`src/rtl/alu_mdu_if.sv`:
```
// Request/response bundle between an RV32M-style multiply/divide unit and its user.
// The master side issues operations and consumes results; the slave side is the unit.
interface alu_mdu_if #(
  parameter int XLEN = 32
) ();
  logic            in_valid;
  logic            in_ready;
  logic [2:0]      op;
  logic [XLEN-1:0] a;
  logic [XLEN-1:0] b;
  logic            flush;
  logic            out_valid;
  logic            out_ready;
  logic [XLEN-1:0] result;
  logic            zero;

  modport master (
    output in_valid, op, a, b, flush, out_ready,
    input  in_ready, out_valid, result, zero
  );

  modport slave (
    input  in_valid, op, a, b, flush, out_ready,
    output in_ready, out_valid, result, zero
  );
endinterface

```
`src/rtl/alu_mdu.sv`:
```
// Iterative multiply/divide unit: shift-add multiply and restoring divide on operand
// magnitudes, one bit per cycle, with single-cycle handling of divide-by-zero and overflow.
module alu_mdu #(
  parameter int XLEN = 32
) (
  input  logic        clk,
  input  logic        rst,
  alu_mdu_if.slave    bus
);

  localparam int CW = $clog2(XLEN);

  typedef enum logic [1:0] {
    IDLE = 2'd0,
    BUSY = 2'd1,
    DONE = 2'd2
  } state_t;

  state_t state, state_n;

  logic [XLEN-1:0] hi, lo, b_mag_q, res_q;
  logic [CW-1:0]   count;
  logic            is_div_q, rem_sel_q, mul_high_q, neg_q, neg_rem_q;

  // Request decode
  logic            accept, sign_a, sign_b, div_zero, div_ovf, special;
  logic [XLEN-1:0] a_mag, b_mag, special_res;

  always_comb begin
    accept      = bus.in_valid && (state == IDLE);
    sign_a      = (bus.op == 3'b001 || bus.op == 3'b010 || bus.op == 3'b100 ||
                   bus.op == 3'b110) && bus.a[XLEN-1];
    sign_b      = (bus.op == 3'b001 || bus.op == 3'b100 || bus.op == 3'b110) &&
                  bus.b[XLEN-1];
    a_mag       = sign_a ? -bus.a : bus.a;
    b_mag       = sign_b ? -bus.b : bus.b;
    div_zero    = bus.op[2] && (bus.b == '0);
    div_ovf     = bus.op[2] && !bus.op[0] && (bus.b == '1) &&
                  (bus.a == {1'b1, {(XLEN-1){1'b0}}});
    special     = div_zero || div_ovf;
    special_res = '0;
    if (div_zero) special_res = bus.op[1] ? bus.a : '1;
    else          special_res = bus.op[1] ? '0 : bus.a;
  end

  // One iteration step; divide reuses hi as partial remainder and lo as dividend/quotient
  logic [XLEN:0]     mul_sum, shifted, diff;
  logic [XLEN-1:0]   hi_n, lo_n, quo, rem;
  logic [2*XLEN-1:0] prod, prod_s;
  logic [XLEN-1:0]   final_res;
  logic              last;

  always_comb begin
    mul_sum = {1'b0, hi} + (lo[0] ? {1'b0, b_mag_q} : '0);
    shifted = {hi, lo[XLEN-1]};
    diff    = shifted - {1'b0, b_mag_q};
    if (is_div_q) begin
      hi_n = diff[XLEN] ? shifted[XLEN-1:0] : diff[XLEN-1:0];
      lo_n = {lo[XLEN-2:0], ~diff[XLEN]};
    end else begin
      hi_n = mul_sum[XLEN:1];
      lo_n = {mul_sum[0], lo[XLEN-1:1]};
    end
    prod      = {hi_n, lo_n};
    prod_s    = neg_q ? -prod : prod;
    quo       = neg_q ? -lo_n : lo_n;
    rem       = neg_rem_q ? -hi_n : hi_n;
    final_res = '0;
    if (is_div_q) final_res = rem_sel_q ? rem : quo;
    else          final_res = mul_high_q ? prod_s[2*XLEN-1:XLEN] : prod_s[XLEN-1:0];
    last      = (count == CW'(XLEN-1));
  end

  always_ff @(posedge clk) begin
    if (rst) state <= IDLE;
    else     state <= state_n;
  end

  always_comb begin
    state_n = state;
    case (state)
      IDLE:    if (bus.in_valid) state_n = special ? DONE : BUSY;
      BUSY:    if (last) state_n = DONE;
      DONE:    if (bus.out_ready) state_n = IDLE;
      default: state_n = IDLE;
    endcase
    if (bus.flush) state_n = IDLE;
  end

  always_ff @(posedge clk) begin
    if (rst) begin
      hi         <= '0;
      lo         <= '0;
      b_mag_q    <= '0;
      res_q      <= '0;
      count      <= '0;
      is_div_q   <= 1'b0;
      rem_sel_q  <= 1'b0;
      mul_high_q <= 1'b0;
      neg_q      <= 1'b0;
      neg_rem_q  <= 1'b0;
    end else if (bus.flush) begin
      res_q <= '0;
      count <= '0;
    end else begin
      case (state)
        IDLE: if (accept) begin
          hi         <= '0;
          lo         <= a_mag;
          b_mag_q    <= b_mag;
          count      <= '0;
          is_div_q   <= bus.op[2];
          rem_sel_q  <= bus.op[1];
          mul_high_q <= (bus.op[1:0] != 2'b00);
          neg_q      <= sign_a ^ sign_b;
          neg_rem_q  <= sign_a;
          res_q      <= special ? special_res : '0;
        end
        BUSY: begin
          hi    <= hi_n;
          lo    <= lo_n;
          count <= count + CW'(1);
          if (last) res_q <= final_res;
        end
        DONE: if (bus.out_ready) res_q <= '0;
        default: res_q <= '0;
      endcase
    end
  end

  // Result is forced to zero outside DONE so nothing stale leaks to the consumer
  always_comb begin
    bus.in_ready  = (state == IDLE);
    bus.out_valid = (state == DONE);
    bus.result    = bus.out_valid ? res_q : '0;
    bus.zero      = bus.out_valid && (res_q == '0);
  end

endmodule
```
`src/flat_wrapper.sv`:
```
// flat-port wrapper written by rule: the top's interface ports become plain ports
module alu_mdu_flat 
#(
  parameter int XLEN = 32
)
  (clk, rst, bus_in_valid, bus_op, bus_a, bus_b, bus_flush, bus_out_ready, bus_in_ready, bus_out_valid, bus_result, bus_zero);
  alu_mdu_if #(.XLEN(XLEN)) bus_i ();
  input  logic clk;
  input  logic rst;
  input wire logic [$bits(bus_i.in_valid)-1:0] bus_in_valid;
  input wire logic [$bits(bus_i.op)-1:0] bus_op;
  input wire logic [$bits(bus_i.a)-1:0] bus_a;
  input wire logic [$bits(bus_i.b)-1:0] bus_b;
  input wire logic [$bits(bus_i.flush)-1:0] bus_flush;
  input wire logic [$bits(bus_i.out_ready)-1:0] bus_out_ready;
  output wire logic [$bits(bus_i.in_ready)-1:0] bus_in_ready;
  output wire logic [$bits(bus_i.out_valid)-1:0] bus_out_valid;
  output wire logic [$bits(bus_i.result)-1:0] bus_result;
  output wire logic [$bits(bus_i.zero)-1:0] bus_zero;
  assign bus_i.in_valid = bus_in_valid;
  assign bus_i.op = bus_op;
  assign bus_i.a = bus_a;
  assign bus_i.b = bus_b;
  assign bus_i.flush = bus_flush;
  assign bus_i.out_ready = bus_out_ready;
  assign bus_in_ready = bus_i.in_ready;
  assign bus_out_valid = bus_i.out_valid;
  assign bus_result = bus_i.result;
  assign bus_zero = bus_i.zero;
  alu_mdu #(.XLEN(XLEN)) u_core (.clk(clk), .rst(rst), .bus(bus_i));
endmodule
```
`config.mk`:
```
export PLATFORM = sky130hd
export DESIGN_NAME = alu_mdu_flat
export DESIGN_NICKNAME = d
export VERILOG_FILES = /design/src/rtl/alu_mdu_if.sv /design/src/rtl/alu_mdu.sv /design/src/flat_wrapper.sv
export SDC_FILE = /design/constraint.sdc
export NUM_CORES = 1
export LEC_CHECK = 0
export ABC_AREA = 1
export ABC_CLOCK_PERIOD_IN_PS = 6800
export CELL_PAD_IN_SITES_DETAIL_PLACEMENT = 1
export CELL_PAD_IN_SITES_GLOBAL_PLACEMENT = 1
export CORE_MARGIN = 4
export CORE_UTILIZATION = 35
export DETAILED_ROUTE_END_ITERATION = 8
export PLACE_DENSITY_LB_ADDON = 0.1
export SYNTH_ARGS = -nofsm -noshare
export SYNTH_HDL_FRONTEND = slang
export SYNTH_SLANG_ARGS = --single-unit
export TNS_END_PERCENT = 100
```
`constraint.sdc`:
```
create_clock -name clk -period 6.8 [get_ports clk]
set_input_delay 0.68 -clock clk [delete_from_list [all_inputs] [get_ports clk]]
set_output_delay 0.68 -clock clk [all_outputs]
set_load 0.02 [all_outputs]
```
==> run metrics <==
Synth warnings=0; # IOs=between 100 and 150; Post-DRT Antenna Nets=0; worst reg2reg startpoint=u_core.lo[31]; VDD IR max=approximately 0.21 mV; GRT overflow=0; Crit-path slowest cell=nand2_4; worst setup skew after layout=0.0142 ns; Crit path max-delay family=simple AND/OR/NAND/NOR gates; root buffer cell=clkbuf_16; final hold violation count=0; die height=238 um; CTS tree=built; Initial Utilization=between 30% and 40%; sequential area share after synthesis=between 15 and 20%; crit path to=u_core.res_q[30]; Synthesized Nets=3579; #FFs+latches synth=140; CTS Buffer Depth=2; # port buffers=roughly 110; final worst slack=between 1 and 1.5 ns; Lkg Pwr=10.1 nW; # setup viols final=0; Hold Path Class=flip-flop to flip-flop; Non-Filler Instances=between 4000 and 5000; Setup Total Neg Slack=0 ns; Cell Pwr Density=~150 nW/um^2; most frequent cells in the layout=nand2_1 (1093), inv_1 (494), nor2_1 (317); CP max FO=40; Core ar.=52400 um^2; share of layout cells above drive strength 1=roughly 6.1%; setup slack at placement=about 1.5 ns; Initial DRC Count=1834; depth of the CTS H-tree=4; logic depth of the worst path, buffers included=35; maximum clock frequency=around 180 MHz; dpl cells=~4100; Critical Path AT=between 5 and 6 ns; syn avg cell area=approximately 5.4 um^2; Vias=roughly 23000; RSZ-0062 raised after global routing=no; post-synthesis instance total=between 3000 and 4000; worst path bufs/invs=3; Die X=~240 um; DR vias/cell=5.52; Worst-Margin Slew=between 1 and 1.5 ns; Clock Sinks=140; FF-to-FF End=u_core.res_q[30]; Routability Congestion=roughly 0.96; global-route wire length before repair=~140000 um; final design instance area without fill=around 21000 um^2; worst skew pair latency=0.50 ns; fin crit share=~80%; full die area=roughly 57000 um^2; Worst R2R Setup Slack=between 1 and 1.5 ns; nets@finish=roughly 3600; Area after DPL=roughly 20000 um^2; Slew Viols, Final=0; WP data required=slightly above 7 ns; cts-stage hold buffer count=0; outcome=complete, no violations; most common cell after layout, fill and taps aside=nand2_1; Synth cell types=58; synthesized area=18500 um^2; cts repair resizes=0; drt pass-1 iters=5; Total GRT Usage=a little under a third; row cnt=84; setup repair bufs after CTS=0; Hold Slack=0.470 ns; min Tclk post-route=about 5.4 ns; CP Class=flip-flop to flip-flop; Layout area overhead=11.6%; Post-Route WL=approximately 91000 um; number of global-route vias before repair=between 20000 and 25000; most used cell, CP=nand2_1; crit start category=flip-flop; routed wire length per instance=21.8 um; max-cap violations=0; largest net degree at the start of global routing=73; DRC=0; initial antenna violation count=6; Max-Slew Margin vs Limit=a little under a third; R2R cell count=35; Setup crit end kind=flip-flop; worst setup path start=u_core.lo[31]; Final HPWL DP=roughly 74000 um; clock-pin slew of the registers on the worst-case setup and hold paths=~0.07 ns; total CTS buffers=17; max incr delay on CP=around 0.41 ns
[sequential cells by signal (all words and copies together), names as in the netlist]
register	cells
u_core.res_q	32
u_core.mul_high_q	1
u_core.rem_sel_q	1
u_core.neg_rem_q	1
u_core.b_mag_q	32
u_core.count	5
u_core.state	2
u_core.is_div_q	1
u_core.lo	32
u_core.neg_q	1
u_core.hi	32
[area by class of cell]
cell class / count / area, um^2
fillers: 7436 / 31800
inverters: 510 / 1910
diodes: 1 / 2.50
multi-input cells: 2659 / 13200
clock buffers: 18 / 439
well taps: 688 / 861
clock inverters: 14 / 153
flip-flops and latches: 140 / 2810
repair buffers: 134 / 1270
[kinds of logic after synthesis]
group / Yosys count / share of synthesized area [%]
adder cells (fa/ha/maj): 73 / 5.02
AND/OR/NAND/NOR: 1939 / 45.4
XOR/XNOR: 90 / 4.26
AO/OA/AOI/OAI: 557 / 16.6
flip-flops: 140 / 15.1
buffers and inverters: 635 / 13.6
[per-layer routing]
metal  routed length, um  part of all wire [%]  track usage [%]
met1               45000                    50             47.2
met4                1610                   1.8             7.60
met3                6460                   7.1             5.83
met2               37600                    41             46.3
met5                   0                     0                0
[power by group]
| group | internal [W] | switching [W] | leakage (nW) |
|---|---|---|---|
| clock network | 0.000526 | 0.000489 | 0.281 |
| registers | 0.000852 | 0.0000376 | 1.14 |
| logic | 0.000347 | 0.000867 | 8.67 |
[worst min-delay path by stage]
stage / start / end / slack [ns] / depth (start not counted)
6_report: u_core.lo[11] / u_core.lo[11] / 0.47 / 2
5_1_grt: u_core.lo[11] / u_core.lo[11] / 0.49 / 2
4_1_cts: u_core.lo[19] / u_core.lo[19] / 0.47 / 2
3_5_place_dp: u_core.res_q[9] / u_core.res_q[9] / 0.46 / 2
3_3_place_gp: u_core.lo[25] / u_core.lo[25] / 0.45 / 2
2_1_floorplan: u_core.count[4] / u_core.count[4] / 0.44 / 2
[synthesized netlist by cell type, drive strengths merged]
master	number	area share, %
a211oi	2	0.081
a21boi	1	0.041
a21o	5	0.20
a21oi	283	7.9
a221oi	2	0.095
a31oi	3	0.10
and2	8	0.27
and3	1	0.034
buf	52	1.8
clkbuf	73	1.5
clkinv	3	0.061
dfxtp	140	15
fa	2	0.22
ha	71	4.8
inv	507	10
nand2	1144	24
nand3	297	8.4
nand3b	19	0.77
nand4	38	1.3
nor2	350	7.7
nor3	41	1.3
nor3b	2	0.11
nor4	19	0.68
o211ai	24	0.97
o21a	9	0.36
o21ai	198	5.5
o21bai	9	0.36
o221ai	16	0.76
o31ai	3	0.12
o41ai	2	0.095
or2	16	0.54
or3	2	0.068
or4	2	0.081
xnor2	21	0.99
xor2	69	3.3
[through the flow]
step | power [W] | util, %
after floorplan | 0.00167 | -
after CTS | 0.00311 | 39.4
after detailed placement | 0.00209 | 38.3
final | 0.00312 | 39.4
after global placement | 0.00206 | 38.3
after global routing | 0.00329 | 39.4
[worst reg2reg max path, delay by kind of cell (launching register included)]
kind	cells	cell delay, ns
AO/OA/AOI/OAI	2	0.33
adder cells (fa/ha/maj)	3	0.87
flip-flops	1	0.33
buffers and inverters	3	0.26
AND/OR/NAND/NOR	27	3.55
Note: power is estimated with default switching activity, not from simulation.
